## src/rtl/rr_arbiter8.sv

```systemverilog
// Round-robin arbiter feeding the 8-to-3 encoder stage: registered one-hot
// grant with valid/ready handshake. Ports: clk, rst_n, req, gnt_ready, gnt, gnt_valid.
module rr_arbiter8 #(
  parameter int N        = 8,
  parameter int PTR_INIT = 0
) (
  input  logic       clk,
  input  logic       rst_n,
  input  logic [7:0] req,
  input  logic       gnt_ready,
  output logic [7:0] gnt,
  output logic       gnt_valid
);

  localparam logic [7:0] MASK = 8'((16'd1 << N) - 16'd1);
  localparam logic [2:0] P0   = 3'(PTR_INIT);
  localparam logic [2:0] LAST = 3'(N - 1);

  typedef enum logic {IDLE, GRANT} state_t;

  state_t     state_q, state_d;
  logic [7:0] gnt_q, gnt_d;
  logic [2:0] ptr_q, ptr_d;
  logic [2:0] idx;
  logic [7:0] nxt;

  // First requester at or after p, wrapping modulo N.
  function automatic logic [7:0] sel(
    input logic [7:0] r,
    input logic [2:0] p
  );
    logic [7:0] s;
    logic       hit;
    logic [2:0] k;
    s   = '0;
    hit = 1'b0;
    for (int i = 0; i < N; i++) begin
      k = 3'((32'(p) + i) % N);
      if (!hit && r[k]) begin
        s[k] = 1'b1;
        hit  = 1'b1;
      end
    end
    return s;
  endfunction

  always_comb begin
    idx = '0;
    for (int i = 0; i < 8; i++)
      if (gnt_q[i]) idx = 3'(i);
  end

  always_comb begin
    state_d = state_q;
    gnt_d   = gnt_q;
    ptr_d   = ptr_q;
    nxt     = '0;
    unique case (state_q)
      IDLE: begin
        if (|(req & MASK)) begin
          gnt_d   = sel(req, ptr_q);
          state_d = GRANT;
        end else begin
          gnt_d = '0;
        end
      end
      GRANT: begin
        if (gnt_ready) begin
          ptr_d = (idx == LAST) ? 3'd0 : idx + 3'd1;
          nxt   = sel(req, ptr_d);
          gnt_d = nxt;
          if (nxt == '0) state_d = IDLE;
        end
      end
      default: begin
        state_d = IDLE;
        gnt_d   = '0;
      end
    endcase
  end

  always_ff @(posedge clk) begin
    if (!rst_n) begin
      state_q <= IDLE;
      gnt_q   <= '0;
      ptr_q   <= P0;
    end else begin
      state_q <= state_d;
      gnt_q   <= gnt_d;
      ptr_q   <= ptr_d;
    end
  end

  assign gnt       = gnt_q;
  assign gnt_valid = (state_q == GRANT);

endmodule

```

## config.mk

```make
export PLATFORM = sky130hd
export DESIGN_NAME = rr_arbiter8
export DESIGN_NICKNAME = d
export VERILOG_FILES = /design/src/rtl/rr_arbiter8.sv
export SDC_FILE = /design/constraint.sdc
export NUM_CORES = 1
export LEC_CHECK = 0
export ABC_AREA = 1
export ABC_CLOCK_PERIOD_IN_PS = 3150
export CAP_MARGIN = 25
export CORE_UTILIZATION = 35
export DETAILED_ROUTE_END_ITERATION = 10
export HOLD_SLACK_MARGIN = 0.03
export PLACE_DENSITY = 0.64
export SETUP_SLACK_MARGIN = 0.4
export SYNTH_ARGS = -nofsm -noshare
export SYNTH_HDL_FRONTEND = slang
export SYNTH_SLANG_ARGS = --single-unit
```

## constraint.sdc

```tcl
create_clock -name clk -period 3.15 [get_ports clk]
set_input_delay 0.4725 -clock clk [delete_from_list [all_inputs] [get_ports clk]]
set_output_delay 0.4725 -clock clk [all_outputs]
set_load 0.01 [all_outputs]
```

==> metrics.txt, run 1 <==
final instance area=approximately 4000 um2; Worst-path clk slew=0.06 ns; first-pass GRT wire length=18400 um; pin count of the biggest net entering global routing=27; Syn Std Cell Area=between 3000 and 4000 um2; Nets=around 660; die height=95.3 um; Post-Layout Cell Count=737; XOR/XNOR Fraction of Synth Area=1.97%; sequential area share after synthesis=7.89%; vias per cell=5.52; Place WS=0.0470 ns; placed insts=718; total gr overflow=0; clk root buf=clkbuf_8; row count=33; crit-path max FO=6; Final HPWL DP=8670 um; main combinational cell family by area after synthesis=simple AND/OR/NAND/NOR gates; Port Buffers=19; Avg WL per Cell=15.2 um; Area Overhead vs Synth=32.6%; mux cell area share after synthesis=0.658%; Clock Path Buffers=2; 1st-iter DRT viols=443; Hold Fails Final Rpt=0; Max Cap Violations=0; hold_buf cts=0; startpoint types=flip-flop; worst skew pair latency=around 0.25 ns; RSZ-0062 raised after global routing=yes; GP Congestion=1.01; f_max=331 MHz; max-slew violation count=0; Final Critical Period=3.02 ns; Total Routed Length=11200 um; antenna violations before repair=0; layout cells sized above 1=between 20% and 30%; antenna cells=0; Worst EP required=3.33 ns; simple-gate share of the synthesized area=55.1%; number of buffers created by CTS=3; Synth async-reset ratio=0%; most frequent CP cell=nand2_1; critical path capture point type=flip-flop; outcome=completed; WS Path Type=reg -> reg; die area=9070 um2; commonest cells after routing, fill and taps aside=nand2_1 (158), nand3_1 (70), nor2_1 (58); H-tree Lvls=1; Slew @ Worst Pin=0.455 ns; Top FF cell, synth=dfxtp_1; Max Clock Skew=0.00854 ns; CP bufs+invs=4; Post-Synthesis Net Count=603; Top delay family on crit path=simple AND/OR/NAND/NOR gates; Synth Register Bits=12; critical path's slowest cell=dfxtp_2; worst min-delay path class=reg -> reg; Core Box Area=8300 um2; DRC viols=0; Synth Area in Adders=5.34%; GRT Overall Usage=25.9%; number of unique standard cell types used by synthesis=42; post-route ant nets=0; Vias=slightly above 4000; hold slack=0.590 ns; drt first pass iters=5; final setup fails=0; Critical Path Max Stage Delay=0.36 ns; YS warnings=0; Cell Area, Placed=3580 um2; compound-cell area share of the yosys netlist=about 18%; vias in the first global route=3692; io pins=20; max_slew headroom=69.5%; Die Wd=95.3 um; commonest non-fill, non-tap cell in the layout=nand2_1; Final WS setup=0.130 ns; EDFF count, synth=0; Initial Util=a little under two fifths; clock sink count=12; CTS tree=built; period utilisation layout=95.9%; Syn Area/Cell=5.26 um2; Worst Path Arrival=3.20 ns; Mapped Cells=slightly below 600
[synth_stat cells (all sizes together) (3+ instances only)]
cell type,n,share of area (%)
o22ai,3,0.62
ha,13,5.3
nand4,7,2.3
clkinv,4,0.53
a21oi,33,5.4
dfxtp,12,7.9
nor2,75,11
nor3,17,3.1
o21ai,40,6.7
nand2,182,24
buf,9,2.0
nand3,85,14
inv,67,8.3
o2111ai,10,2.9
o21a,4,0.99
clkbuf,6,0.74
[flip-flops by register name, summed over array words and instances (netlist names)]
signal     count
gnt            8
gnt_valid      1
ptr_q          3
[final timing paths]
check | from | endpoint | slack, ns | depth (start not counted)
max reg2reg | gnt[2] | gnt_valid | 0.13 | 26
min | gnt[2] | gnt[2] | 0.59 | 2
min reg2reg | gnt[2] | gnt[2] | 0.59 | 2
max | gnt[2] | gnt_valid | 0.13 | 26
[worst register-to-register path: cells and delay by family (launching register included)]
| family | cells | cell delay (ns) |
|---|---|---|
| AND/OR/NAND/NOR | 18 | 1.53 |
| adder cells (fa/ha/maj) | 2 | 0.40 |
| flip-flops | 1 | 0.36 |
| buffers and inverters | 4 | 0.31 |
| AO/OA/AOI/OAI | 2 | 0.32 |
[cell type report]
type | instances | area (um2)
clock buffers | 4 | 55.1
fillers | 887 | 4260
inverters | 71 | 290
multi-input cells | 481 | 2750
flip-flops and latches | 12 | 244
well taps | 105 | 131
repair buffers | 64 | 567
[metrics by stage]
stage	setup TNS [ns]	util, %
finish	0	48.6
global route	-0.0580	48.6
CTS	0	46.9
detailed placement	0	43.1
global placement	0	43.1
floorplan	0	-
[cell families after synthesis]
kind of cell,after synthesis
flip-flops,12
XOR/XNOR,3
AND/OR/NAND/NOR,370
adder cells (fa/ha/maj),13
buffers and inverters,86
multiplexers,2
AO/OA/AOI/OAI,93
[routing by layer]
layer | wire length, um | global-route usage, %
met3 | 783 | 2.15
met5 | 0 | 0
met2 | 5180 | 42.2
met4 | 93 | 4.92
met1 | 5180 | 37.2
[repair_timing]
action / CTS / global route
endpoints found under the setup margin: 9 / 9
buffers inserted: 10 / 5
resized for setup: 48 / 27
pin swaps: 16 / 27
Power of run 1 is left out: the tool's default activity adds up to more than one toggle a clock period on the data nets, which glitch-free logic cannot reach.
==> run 2, diff against run 1 <==
--- a/config.mk
+++ b/config.mk
@@ -8,10 +8,11 @@
 export ABC_AREA = 1
 export ABC_CLOCK_PERIOD_IN_PS = 3150
 export CAP_MARGIN = 25
-export CORE_UTILIZATION = 35
+export CORE_ASPECT_RATIO = 0.8
+export CORE_UTILIZATION = 56
 export DETAILED_ROUTE_END_ITERATION = 10
 export HOLD_SLACK_MARGIN = 0.03
-export PLACE_DENSITY = 0.64
+export PLACE_DENSITY = 0.89
 export SETUP_SLACK_MARGIN = 0.4
 export SYNTH_ARGS = -nofsm -noshare
 export SYNTH_HDL_FRONTEND = slang
==> run 2 against run 1 <==
Non-clock buffer count rose by 5. Sequential share of layout area is 0.23 points higher. Utilization up 28 points. Wire length up 3.0%. First-iteration DRC count up 55%. Fmax decreased by 0.52%. Die area fell by 37%. Register-to-register slack got worse by 0.02 ns. Sequential cell count stayed put. Clock skew shrank 0.0070 ns. The flow now finishes with violations (design-rule violations). Global-route usage grew 10 points.
==> metrics.txt, run 2 (same netlist as run 1, synthesis figures left out) <==
f_max=329 MHz; max-slew violation count=0; Worst EP required=between 3 and 4 ns; WS Path Type=reg -> reg; Clock Path Buffers=2; R2R setup slack=0.11 ns; pin count of the biggest net entering global routing=19; Total Neg Setup Slack=0 ns; DRC viols=2; first-pass GRT wire length=16700 um; Final Critical Period=3.04 ns; Area Overhead vs Synth=29.7%; die area=5740 um2; number of buffers created by CTS=3; Die Wd=84.4 um; drt first pass iters=11; hold slack=0.550 ns; Vias=4357; Port Buffers=19; max_slew headroom=62.2%; worst min-delay path class=reg -> reg; antenna violations before repair=0; io pins=20; max reg flops=8; hold_buf cts=0; clock sink count=12; Final HPWL DP=8160 um; Hold Fails Final Rpt=0; GRT Overall Usage=36.4%; Max Clock Skew=roughly 0.0015 ns; RSZ-0062 raised after global routing=yes; period utilisation layout=96.4%; failing checks=design-rule violations; outcome=finished, violations left; worst skew pair latency=0.25 ns; Worst Setup EP=gnt_valid; vias per cell=6.23; Total Routed Length=11600 um; startpoint types=flip-flop; layout cells sized above 1=22.1%; crit-path max FO=10; CTS tree=built; final setup fails=0; 1st-iter DRT viols=688; critical path capture point type=flip-flop; Worst Path Arrival=~3.2 ns; Initial Util=59.4%; worst reg2reg startpoint=gnt[2]; commonest non-fill, non-tap cell in the layout=nand2_1; fill count=377; Avg WL per Cell=roughly 17 um; vias in the first global route=3459; commonest cells after routing, fill and taps aside=nand2_1 (164), nand3_1 (70), nor2_1 (62); Worst Setup SP=gnt[2]; Slew @ Worst Pin=about 0.57 ns; clk root buf=clkbuf_8; total gr overflow=0; die height=67.9 um; Worst-path clk slew=around 0.060 ns; R2R cell count=24; post-route ant nets=0; GP Congestion=1.04; r2r endpoint=gnt_valid; Core Box Area=5120 um2; row count=23; antenna cells=0; Max Cap Violations=0; Nets=662; H-tree Lvls=1
## run 2: final cells by class
| type | count | area (um2) | share of cell area, % |
|---|---|---|---|
| Multi-Input combinational cell | 481 | 2700 | 68.5 |
| Timing Repair Buffer | 69 | 579 | 14.7 |
| Inverter | 71 | 285 | 7.23 |
| Sequential cell | 12 | 248 | 6.28 |
| Tap cell | 62 | 77.6 | 1.97 |
| Clock buffer | 4 | 55.1 | 1.39 |
## run 2: through the flow
step / utilization, % / instance area, um2 / cells / setup slack [ns]
floorplan: - / 3130 / 579 / 0.119
global placement: 68.9 / 3530 / 677 / 0.106
detailed placement: 68.9 / 3530 / 677 / 0.0838
CTS: 73.8 / 3780 / 691 / 0.268
global route: 77.1 / 3950 / 699 / -0.0703
finish: 77.1 / 3950 / 699 / 0.114
## run 2: worst min path at each step
stage	start	endpoint	slack (ns)	depth (start not counted)
floorplan	gnt[2]	gnt[2]	0.55	2
global placement	gnt[0]	gnt[0]	0.54	2
detailed placement	gnt[0]	gnt[0]	0.54	2
CTS	gnt[0]	gnt[0]	0.56	2
global route	gnt[0]	gnt[0]	0.58	2
finish	gnt[0]	gnt[0]	0.55	2
## run 2: critical path: stages (launching register included)
cell,delay (ns)
dfxtp_4,0.37
inv_2,0.03
nand2_1,0.04
nand2_1,0.04
nand2_1,0.07
nand2_2,0.07
nand2_4,0.09
nand2_4,0.06
ha_4,0.36
inv_8,0.07
nand3_2,0.11
nand2_4,0.09
o21ai_2,0.17
nand2_1,0.13
nand2_4,0.15
nand4_4,0.14
nor2_4,0.28
nand2_4,0.14
nor2_2,0.15
nor2_1,0.06
nand2_1,0.05
nor2_1,0.04
nand2_1,0.05
nand2_1,0.05
a21oi_2,0.13
## run 2: metal layers
metal | wire length [um] | GRT usage [%] | up-vias
met1 | 4970 | 53.3 | 1909
met3 | 1630 | 7.96 | 60
met2 | 4660 | 55.6 | 352
met5 | 0 | 0 | -
met4 | 302 | 4.66 | 0
li1 | - | - | 2036
## run 2: repair_timing
action | in CTS | in global routing
pin swaps | 24 | 32
endpoints found under the setup margin | 9 | 9
setup buffers | 10 | 8
gates resized for setup | 36 | 32
Power of run 2 is left out for the same reason.
